--- config.mk ---
export PLATFORM = sky130hd
export DESIGN_NAME = hazard_ctrl
export DESIGN_NICKNAME = d
export VERILOG_FILES = /design/src/rtl/hazard_ctrl.sv
export SDC_FILE = /design/constraint.sdc
export NUM_CORES = 1
export LEC_CHECK = 0
export CAP_MARGIN = 15
export CELL_PAD_IN_SITES_DETAIL_PLACEMENT = 1
export CELL_PAD_IN_SITES_GLOBAL_PLACEMENT = 2
export CORE_MARGIN = 2
export CORE_UTILIZATION = 29
export CTS_CLUSTER_DIAMETER = 80
export DETAILED_ROUTE_END_ITERATION = 8
export GPL_TIMING_DRIVEN = 1
export PLACE_DENSITY_LB_ADDON = 0.1
export SKIP_CTS_REPAIR_TIMING = 1
export SLEW_MARGIN = 0
export SYNTH_ARGS = -nofsm -noshare
export SYNTH_HDL_FRONTEND = slang
export SYNTH_SLANG_ARGS = --single-unit
--- constraint.sdc ---
create_clock -name clk -period 4.7 [get_ports clk]
set_clock_uncertainty 0.15 [all_clocks]
set_input_delay 1.175 -clock clk [delete_from_list [all_inputs] [get_ports clk]]
set_output_delay 1.175 -clock clk [all_outputs]
set_load 0.005 [all_outputs]
--- src/rtl/hazard_ctrl.sv ---
// Pipeline hazard controller: load-use and branch-operand stalls, memory
// freeze with state save/restore, IF/ID flush gating, and saturating
// stall/flush event counters.
module hazard_ctrl #(
    parameter int unsigned STALL_CNT_W = 32,
    parameter int unsigned FLUSH_CNT_W = 16
) (
    input  logic                   clk,
    input  logic                   rst,
    input  logic [4:0]             id_rs1_i,
    input  logic [4:0]             id_rs2_i,
    input  logic                   id_use_rs1_i,
    input  logic                   id_use_rs2_i,
    input  logic                   id_branch_op_i,
    input  logic                   id_flush_i,
    input  logic [4:0]             ex_rd_i,
    input  logic [4:0]             mem_rd_i,
    input  logic                   ex_regwrite_i,
    input  logic                   ex_memread_i,
    input  logic                   mem_memread_i,
    input  logic                   dmem_busy_i,
    output logic                   pc_write_o,
    output logic                   ifid_write_o,
    output logic                   idex_write_o,
    output logic                   idex_bubble_o,
    output logic                   ifid_flush_o,
    output logic                   stall_o,
    output logic [1:0]             state_o,
    output logic [STALL_CNT_W-1:0] stall_cnt_o,
    output logic [FLUSH_CNT_W-1:0] flush_cnt_o
);

    typedef enum logic [1:0] {
        ST_RUN     = 2'd0,
        ST_HAZ     = 2'd1,
        ST_FREEZE  = 2'd2,
        ST_ILLEGAL = 2'd3
    } state_e;

    state_e                 state_q, state_d;
    state_e                 saved_q, saved_d;
    state_e                 eff_state;
    logic [1:0]             remain_q, remain_d;
    logic [STALL_CNT_W-1:0] stall_cnt_q, stall_cnt_d;
    logic [FLUSH_CNT_W-1:0] flush_cnt_q, flush_cnt_d;
    logic                   ex_hit, mem_hit;
    logic [1:0]             need;
    logic                   stall_cycle;

    // A source depends on a producer only if it is really read and the
    // producer writes a non-zero register (x0 is hardwired).
    function automatic logic src_match(input logic use_src, input logic [4:0] rs,
                                       input logic [4:0] rd);
        return use_src && (rs == rd) && (rd != 5'd0);
    endfunction

    // Stall cycles the ID instruction needs before its operands are ready.
    always_comb begin
        ex_hit  = src_match(id_use_rs1_i, id_rs1_i, ex_rd_i)
                | src_match(id_use_rs2_i, id_rs2_i, ex_rd_i);
        mem_hit = src_match(id_use_rs1_i, id_rs1_i, mem_rd_i)
                | src_match(id_use_rs2_i, id_rs2_i, mem_rd_i);
        need    = 2'd0;
        if (id_branch_op_i) begin
            if (ex_hit && ex_memread_i) begin
                need = 2'd2;
            end else if ((ex_hit && ex_regwrite_i) || (mem_hit && mem_memread_i)) begin
                need = 2'd1;
            end
        end else if (ex_hit && ex_memread_i) begin
            need = 2'd1;
        end
    end

    // While frozen, act as the state that was interrupted.
    assign eff_state = (state_q == ST_FREEZE) ? saved_q : state_q;

    // Next-state and pipeline control: freeze > hazard stall > flush.
    always_comb begin
        // NOTE: every output of this block gets a default first; a path that
        // skipped an assignment would infer a latch.
        state_d       = state_q;
        saved_d       = saved_q;
        remain_d      = remain_q;
        pc_write_o    = 1'b0;
        ifid_write_o  = 1'b0;
        idex_write_o  = 1'b0;
        idex_bubble_o = 1'b0;
        ifid_flush_o  = 1'b0;
        stall_o       = 1'b1;
        stall_cycle   = 1'b0;

        if (!rst) begin
            idex_bubble_o = 1'b1;
            state_d       = ST_RUN;
            saved_d       = ST_RUN;
            remain_d      = 2'd0;
        end else if (dmem_busy_i) begin
            state_d = ST_FREEZE;
            if (state_q != ST_FREEZE) begin
                saved_d = (state_q == ST_HAZ) ? ST_HAZ : ST_RUN;
            end
        end else begin
            unique case (eff_state)
                ST_RUN: begin
                    if (need != 2'd0) begin
                        stall_cycle = 1'b1;
                        if (need == 2'd2) begin
                            state_d  = ST_HAZ;
                            remain_d = 2'd1;
                        end else begin
                            state_d = ST_RUN;
                        end
                    end else begin
                        pc_write_o   = 1'b1;
                        ifid_write_o = 1'b1;
                        idex_write_o = 1'b1;
                        ifid_flush_o = id_flush_i;
                        stall_o      = 1'b0;
                        state_d      = ST_RUN;
                    end
                end
                ST_HAZ: begin
                    stall_cycle = 1'b1;
                    remain_d    = (remain_q == 2'd0) ? 2'd0 : remain_q - 2'd1;
                    state_d     = (remain_d == 2'd0) ? ST_RUN : ST_HAZ;
                end
                default: begin
                    // Unreachable encoding: hold the pipe one cycle and recover.
                    state_d  = ST_RUN;
                    saved_d  = ST_RUN;
                    remain_d = 2'd0;
                end
            endcase
            if (stall_cycle) begin
                idex_write_o  = 1'b1;
                idex_bubble_o = 1'b1;
            end
        end
    end

    // Saturating event counters.
    always_comb begin
        stall_cnt_d = stall_cnt_q;
        flush_cnt_d = flush_cnt_q;
        if (stall_cycle && (stall_cnt_q != '1)) begin
            stall_cnt_d = stall_cnt_q + 1'b1;
        end
        if (ifid_flush_o && (flush_cnt_q != '1)) begin
            flush_cnt_d = flush_cnt_q + 1'b1;
        end
    end

    // State, saved state, remaining stalls and counters; synchronous reset.
    always_ff @(posedge clk) begin
        // NOTE: registers take non-blocking assignments so every flop samples
        // its next value from the same pre-edge snapshot.
        if (!rst) begin
            state_q     <= ST_RUN;
            saved_q     <= ST_RUN;
            remain_q    <= 2'd0;
            stall_cnt_q <= '0;
            flush_cnt_q <= '0;
        end else begin
            state_q     <= state_d;
            saved_q     <= saved_d;
            remain_q    <= remain_d;
            stall_cnt_q <= stall_cnt_d;
            flush_cnt_q <= flush_cnt_d;
        end
    end

    assign state_o     = state_q;
    assign stall_cnt_o = stall_cnt_q;
    assign flush_cnt_o = flush_cnt_q;

endmodule

==> results of run 1 <==
-- per-stage QoR --
step	worst slack, ns	std cells
finish	0.151	590
global route	0.0178	590
CTS	0.109	590
detailed placement	0.106	583
global placement	0.162	583
floorplan	0.771	374
-- registers in the layout, summed over array words and instances, names as in the netlist --
signal,cells
flush_cnt_o,16
state_o,2
stall_cnt_o,32
remain_q,2
saved_q,1
-- final cells by class --
| cell class | count | area [sq um] |
|---|---|---|
| Clock inverter | 2 | 35.0 |
| Timing Repair Buffer | 93 | 906 |
| Clock buffer | 5 | 68.8 |
| Multi-Input combinational cell | 293 | 1890 |
| Inverter | 8 | 30.0 |
| Fill cell | 1215 | 6120 |
| Tap cell | 136 | 170 |
| Sequential cell | 53 | 1060 |
-- worst max-delay path by stage --
stage	cells after the start	from	slack, ns	end
after floorplan	9	id_rs1_i[1]	0.77	idex_bubble_o
after CTS	8	mem_rd_i[3]	0.11	idex_bubble_o
after global placement	7	mem_rd_i[0]	0.16	ifid_flush_o
after detailed placement	8	mem_rd_i[3]	0.11	idex_bubble_o
after global routing	8	mem_rd_i[1]	0.02	idex_bubble_o
final	8	ex_rd_i[4]	0.15	ifid_flush_o
-- kinds of logic after synthesis --
kind of cell | count (synthesis) | synth area share
adders and majority gates | 2 | 0.00818
AOI/OAI and AO/OA | 54 | 0.119
xor gates and xnor gates | 23 | 0.0659
muxes | 25 | 0.0818
DFF | 53 | 0.347
and+or+nand+nor | 189 | 0.339
buffers and inverters | 28 | 0.0393
-- cell usage after synthesis, types with 5 or more instances --
| cell | count | area share |
|---|---|---|
| nand3_1 | 15 | 0.025 |
| nand2b_1 | 17 | 0.035 |
| or4_1 | 15 | 0.037 |
| a21oi_1 | 15 | 0.025 |
| nor3_1 | 11 | 0.018 |
| nand4_1 | 18 | 0.037 |
| clkbuf_1 | 12 | 0.015 |
| o21ai_0 | 6 | 0.0098 |
| nor4_1 | 10 | 0.020 |
| mux2i_1 | 25 | 0.082 |
| nor2_1 | 17 | 0.021 |
| o31ai_1 | 10 | 0.025 |
| dfxtp_1 | 53 | 0.35 |
| and3_1 | 6 | 0.012 |
| buf_2 | 5 | 0.0082 |
| xnor2_1 | 21 | 0.060 |
| nand2_1 | 58 | 0.071 |
| or3_1 | 5 | 0.010 |
| inv_1 | 7 | 0.0086 |
-- worst reg2reg max path: cells and delay by family, from the launching register on --
kind,cells,cell delay (ns)
AO/OA/AOI/OAI,2,0.25
buffers and inverters,1,0.33
flip-flops,1,0.51
AND/OR/NAND/NOR,4,1.65
-- power by group through the flow --
stage	sequential, mW	clock (mW)	combinational, mW
2_1_floorplan	0.462	0	0.0446
3_3_place_gp	0.462	0	0.0974
3_5_place_dp	0.462	0	0.0988
4_1_cts	0.452	0.329	0.0994
5_1_grt	0.452	0.339	0.108
6_report	0.452	0.313	0.0985
-- layer usage --
metal | global-route usage | up-vias | wire length, um
met1 | 0.230 | 1523 | 4740
met2 | 0.275 | 50 | 4400
li1 | - | 1537 | -
met4 | 0.0250 | 0 | 38
met5 | 0 | - | 0
met3 | 0.0243 | 2 | 289
==> metrics.md, run 1 <==
| Metric | Value |
|---|---|
| Sink Count | 53 |
| PwrDens | 208 nW/um^2 |
| Worst r2r src | stall_cnt_o[6]$_SDFFE_PN0P_ |
| Delay-heaviest family, CP | buffers and inverters |
| Fin crit period | 4.55 ns |
| Antenna-violating nets left | 0 |
| Routed vias/inst | 5.27 |
| Sum of negative setup slack | 0 ns |
| Post-DP HPWL | 6790 um |
| Status | completed |
| All-layer global routing usage | 0.165 |
| Layout cells sized above 1 | 0.0507 |
| WL final | 9470 um |
| Nature of the critical path endpoint | output port |
| # setup viols final | 0 |
| Seq/Total Area, Yosys | 0.347 |
| Clk Tree Root Cell | clkbuf_8 |
| Vias in the first global route | 3096 |
| Core outline area | 10300 sq um |
| Die footprint | 11400 sq um |
| Worst path most repeated cell | clkdlybuf4s50_1 |
| H-tree lvl count | 2 |
| Die height | 107 um |
| Clock Tree Buf Depth | 2 |
| Clk network pwr share | 0.363 |
| First-pass GRT wire length | 15500 um |
| Hold Path End | stall_cnt_o[31]$_SDFFE_PN0P_ |
| Leading cell type in the layout, fill and taps excluded | clkdlybuf4s50_1 |
| VDD IR max | 0.000124 V |
| Gate Count Post-Synth | 374 |
| CP Cell Sequence | clkdlybuf4s50_1 -> xnor2_1 -> nand4_1 -> o22ai_1 -> nand3_1 -> and3_1 -> and2_1 -> clkdlybuf4s50_1 |
| Syn Nets | 406 |
| Sw Pwr | 0.208 mW |
| R2R setup slack | 1.71 ns |
| Avg Cell Area, Syn | 8.18 sq um |
| GPL Wtd Cong | 0.727 |
| FMAX | 220 MHz |
| Synthesis warning total | 0 |
| Slew headroom | 0.255 |
| EDFF count, synth | 0 |
| Initial Util | 0.298 |
| Die X | 107 um |
| CTS buffer count | 5 |
| Max-slew violations | 0 |
| WS Path Type | in2out |
| Initial antenna violation count | 0 |
| Area Overhead vs Synth | 36.0% |
| Cell area after layout | 4160 sq um |
| Most frequent cells in the layout | clkdlybuf4s50_1 (84), nand2_1 (58), dfxtp_1 (53), mux2i_1 (25), xnor2_1 (21) |
| Design Power | 0.863 mW |
| Worst hold path type | reg2reg |
| Hold slack | 0.333 ns |
| Largest net degree at the start of global routing | 52 |
| FP Rows | 37 |
| Via count | 3112 |
| Internal | 0.655 mW |
| Drt first pass iters | 4 |
| Hold path depth | 2 |
| First DRT Iteration DRCs | 84 |
| Crit path DAT | 3.22 ns |
| PortBufs | 85 |
| Final hold vios | 0 |
| Crit-path max FO | 4 |
| Pleak | 1.30 nW |
| DRC violations left | 0 |
| Slowest-stage cell, CP | clkdlybuf4s50_1 |
| WL/cell | 16.1 um |
| Bufs and invs on worst path | 2 |
| Switching Share | 0.241 |
| Max Cap Viol | 0 |
| Ant diodes | 0 |
| Measured slew at the worst slew-check pin | 1.12 ns |
| Type of origin of the critical path | input pin |
| Core Util, Final | 0.405 |
| Primary FF master, synth | dfxtp_1 |
| Synth cell types | 46 |
| Logic pwr share | 0.114 |
| CTS tree | yes |
| CP peak stage delay | 0.47 ns |
| Asr flop ratio synth | 0 |
| Reg2reg path depth | 7 |
| Sequential power share | 0.523 |
| Netlist Area Pre-Place | 3060 sq um |
| Final period util | 0.968 |
| Worst skew pair latency | 0.30 ns |
| Critical path data required time | 3.38 ns |
| Boundary Pins | 86 |
| Post-synthesis register bit count | 53 |
| Reg-to-reg endpoint | stall_cnt_o[5]$_SDFFE_PN0P_ |
| RSZ-0062 raised after global routing | no |
| DP Area | 4050 sq um |
| Worst Hold Launch | stall_cnt_o[31]$_SDFFE_PN0P_ |
| Worst-path clk slew | 0.10 ns |
| Grt total ovfl | 0 |
| Nets | 486 |
Note: power is estimated with default switching activity, not from simulation.
==> run 2, diff against run 1 <==
Settings changed: CAP_MARGIN 15 to 20.
==> run 2 against run 1 <==
  * Sequential power is essentially flat
  * Non-clock buffer count is 1 higher
  * Routed wire length about the same
  * Combinational power barely moved
  * Die area stayed put
  * Sequential share of layout area shrank 0.092 points
  * Count of clock-buffer cells in the layout unchanged
  * Hold slack about the same
  * Critical endpoint unchanged
==> metrics.md, run 2 (synthesized netlist as in run 1, its figures left out) <==
| Metric | Value |
|---|---|
| Sink Count | 53 |
| Worst hold path type | reg2reg |
| VDD IR max | 0.000124 V |
| Finished Layout Cells | 591 |
| Vias in the first global route | 3096 |
| Met2 Use GR | 0.275 |
| Worst-path clk slew | 0.10 ns |
| CTS tree | yes |
| Worst Hold Launch | stall_cnt_o[31]$_SDFFE_PN0P_ |
| Pleak | 1.31 nW |
| Max-slew violations | 0 |
| Die X | 107 um |
| Fillers | 1214 |
| PwrDens | 207 nW/um^2 |
| Worst skew pair latency | 0.30 ns |
| FMAX | 220 MHz |
| Met3 Usage GRT | 0.0243 |
| Crit-path max FO | 4 |
| Grt total ovfl | 0 |
| Worst r2r src | flush_cnt_o[4]$_SDFFE_PN0P_ |
| Sum of negative setup slack | 0 ns |
| Max Cap Viol | 0 |
| Hold Path End | stall_cnt_o[31]$_SDFFE_PN0P_ |
| Final period util | 0.968 |
| Worst path most repeated cell | clkdlybuf4s50_1 |
| FP Rows | 37 |
| WL/cell | 16.0 um |
| PortBufs | 85 |
| WL final | 9470 um |
| # setup viols final | 0 |
| Cell area after layout | 4170 sq um |
| Die height | 107 um |
| Max FFs per register | 32 |
| Status | completed |
| First DRT Iteration DRCs | 90 |
| H-tree lvl count | 2 |
| Final hold vios | 0 |
| R2R setup slack | 2.07 ns |
| Initial Util | 0.298 |
| CP peak stage delay | 0.47 ns |
| WS Path Type | in2out |
| Slew headroom | 0.636 |
| Area Overhead vs Synth | 36.5% |
| Core outline area | 10300 sq um |
| DP Area | 4050 sq um |
| Post-DP HPWL | 6790 um |
| Measured slew at the worst slew-check pin | 0.546 ns |
| Placed Cells incl. Taps | 583 |
| Nets | 487 |
| Critical path data required time | 3.38 ns |
| CTS buffer count | 5 |
| Crit path DAT | 3.22 ns |
| First-pass GRT wire length | 15500 um |
| Largest net degree at the start of global routing | 52 |
| Reg2reg path depth | 7 |
| RSZ-0062 raised after global routing | no |
| All-layer global routing usage | 0.165 |
| Die footprint | 11400 sq um |
| DRC violations left | 0 |
| Via count | 3107 |
| Fin crit period | 4.55 ns |
| Boundary Pins | 86 |
| Type of origin of the critical path | input pin |
| Met1 Track Usage GR | 0.230 |
| Drt first pass iters | 4 |
| Clk Tree Root Cell | clkbuf_8 |
| Clock Tree Buf Depth | 2 |
| Layout cells sized above 1 | 0.0527 |
| Initial antenna violation count | 0 |
| GR peak layer | met2 |
| Nature of the critical path endpoint | output port |
| CP Cell Sequence | clkdlybuf4s50_1 -> xnor2_1 -> nand4_1 -> o22ai_1 -> nand3_1 -> and3_1 -> and2_1 -> clkdlybuf4s50_1 |
| GPL Wtd Cong | 0.727 |
| Leading cell type in the layout, fill and taps excluded | clkdlybuf4s50_1 |
| Ant diodes | 0 |
| Reg-to-reg endpoint | flush_cnt_o[10]$_SDFFE_PN0P_ |
| Hold path depth | 2 |
| Slowest-stage cell, CP | clkdlybuf4s50_1 |
| Most frequent cells in the layout | clkdlybuf4s50_1 (84), nand2_1 (58), dfxtp_1 (53), mux2i_1 (25), xnor2_1 (21) |
| Antenna-violating nets left | 0 |
| Routed vias/inst | 5.26 |
-- run 2: worst max path at each step --
| stage | start | endpoint | slack, ns | cells past startpoint |
|---|---|---|---|---|
| final | ex_rd_i[4] | ifid_flush_o | 0.15 | 8 |
| after global routing | mem_rd_i[1] | idex_bubble_o | 0.02 | 8 |
| after CTS | mem_rd_i[3] | idex_bubble_o | 0.11 | 8 |
| after detailed placement | mem_rd_i[3] | idex_bubble_o | 0.11 | 8 |
| after global placement | mem_rd_i[0] | ifid_flush_o | 0.16 | 7 |
| after floorplan | id_rs1_i[1] | idex_bubble_o | 0.77 | 9 |
-- run 2: report_power, final --
group | switching, mW | total [mW] | internal (mW) | leakage (nW)
combinational | 0.0490 | 0.0987 | 0.0497 | 0.826
sequential | 0.00159 | 0.452 | 0.450 | 0.427
clock | 0.158 | 0.314 | 0.155 | 0.0540
-- run 2: routing by layer --
layer / routed length [um] / up-vias
met5: 0 / -
met4: 38 / 0
met3: 288 / 2
met2: 4390 / 54
met1: 4750 / 1519
li1: - / 1532
-- run 2: worst max-delay path: cells and delay by family --
kind            cells  cell delay (ns)
buf+inv             2             0.91
simple gates        4             0.65
compound gates      1             0.27
xor+xnor            1             0.22
-- run 2: through the flow --
step / hold slack (ns) / power [mW] / utilization / setup slack, ns
after global placement: 0.308 / 0.560 / 0.394 / 0.162
after detailed placement: 0.321 / 0.561 / 0.394 / 0.106
after CTS: 0.336 / 0.880 / 0.404 / 0.109
after floorplan: 0.289 / 0.507 / - / 0.771
final: 0.333 / 0.864 / 0.406 / 0.151
after global routing: 0.366 / 0.900 / 0.406 / 0.0178
-- run 2: final cells by class --
cell class / instances / area [sq um] / area share
clock buffers: 5 / 68.8 / 0.0165
clock inverters: 2 / 35.0 / 0.00840
inverters: 8 / 30.0 / 0.00720
multi-input cells: 293 / 1890 / 0.452
flip-flops and latches: 53 / 1060 / 0.254
well taps: 136 / 170 / 0.0408
repair buffers: 94 / 921 / 0.221
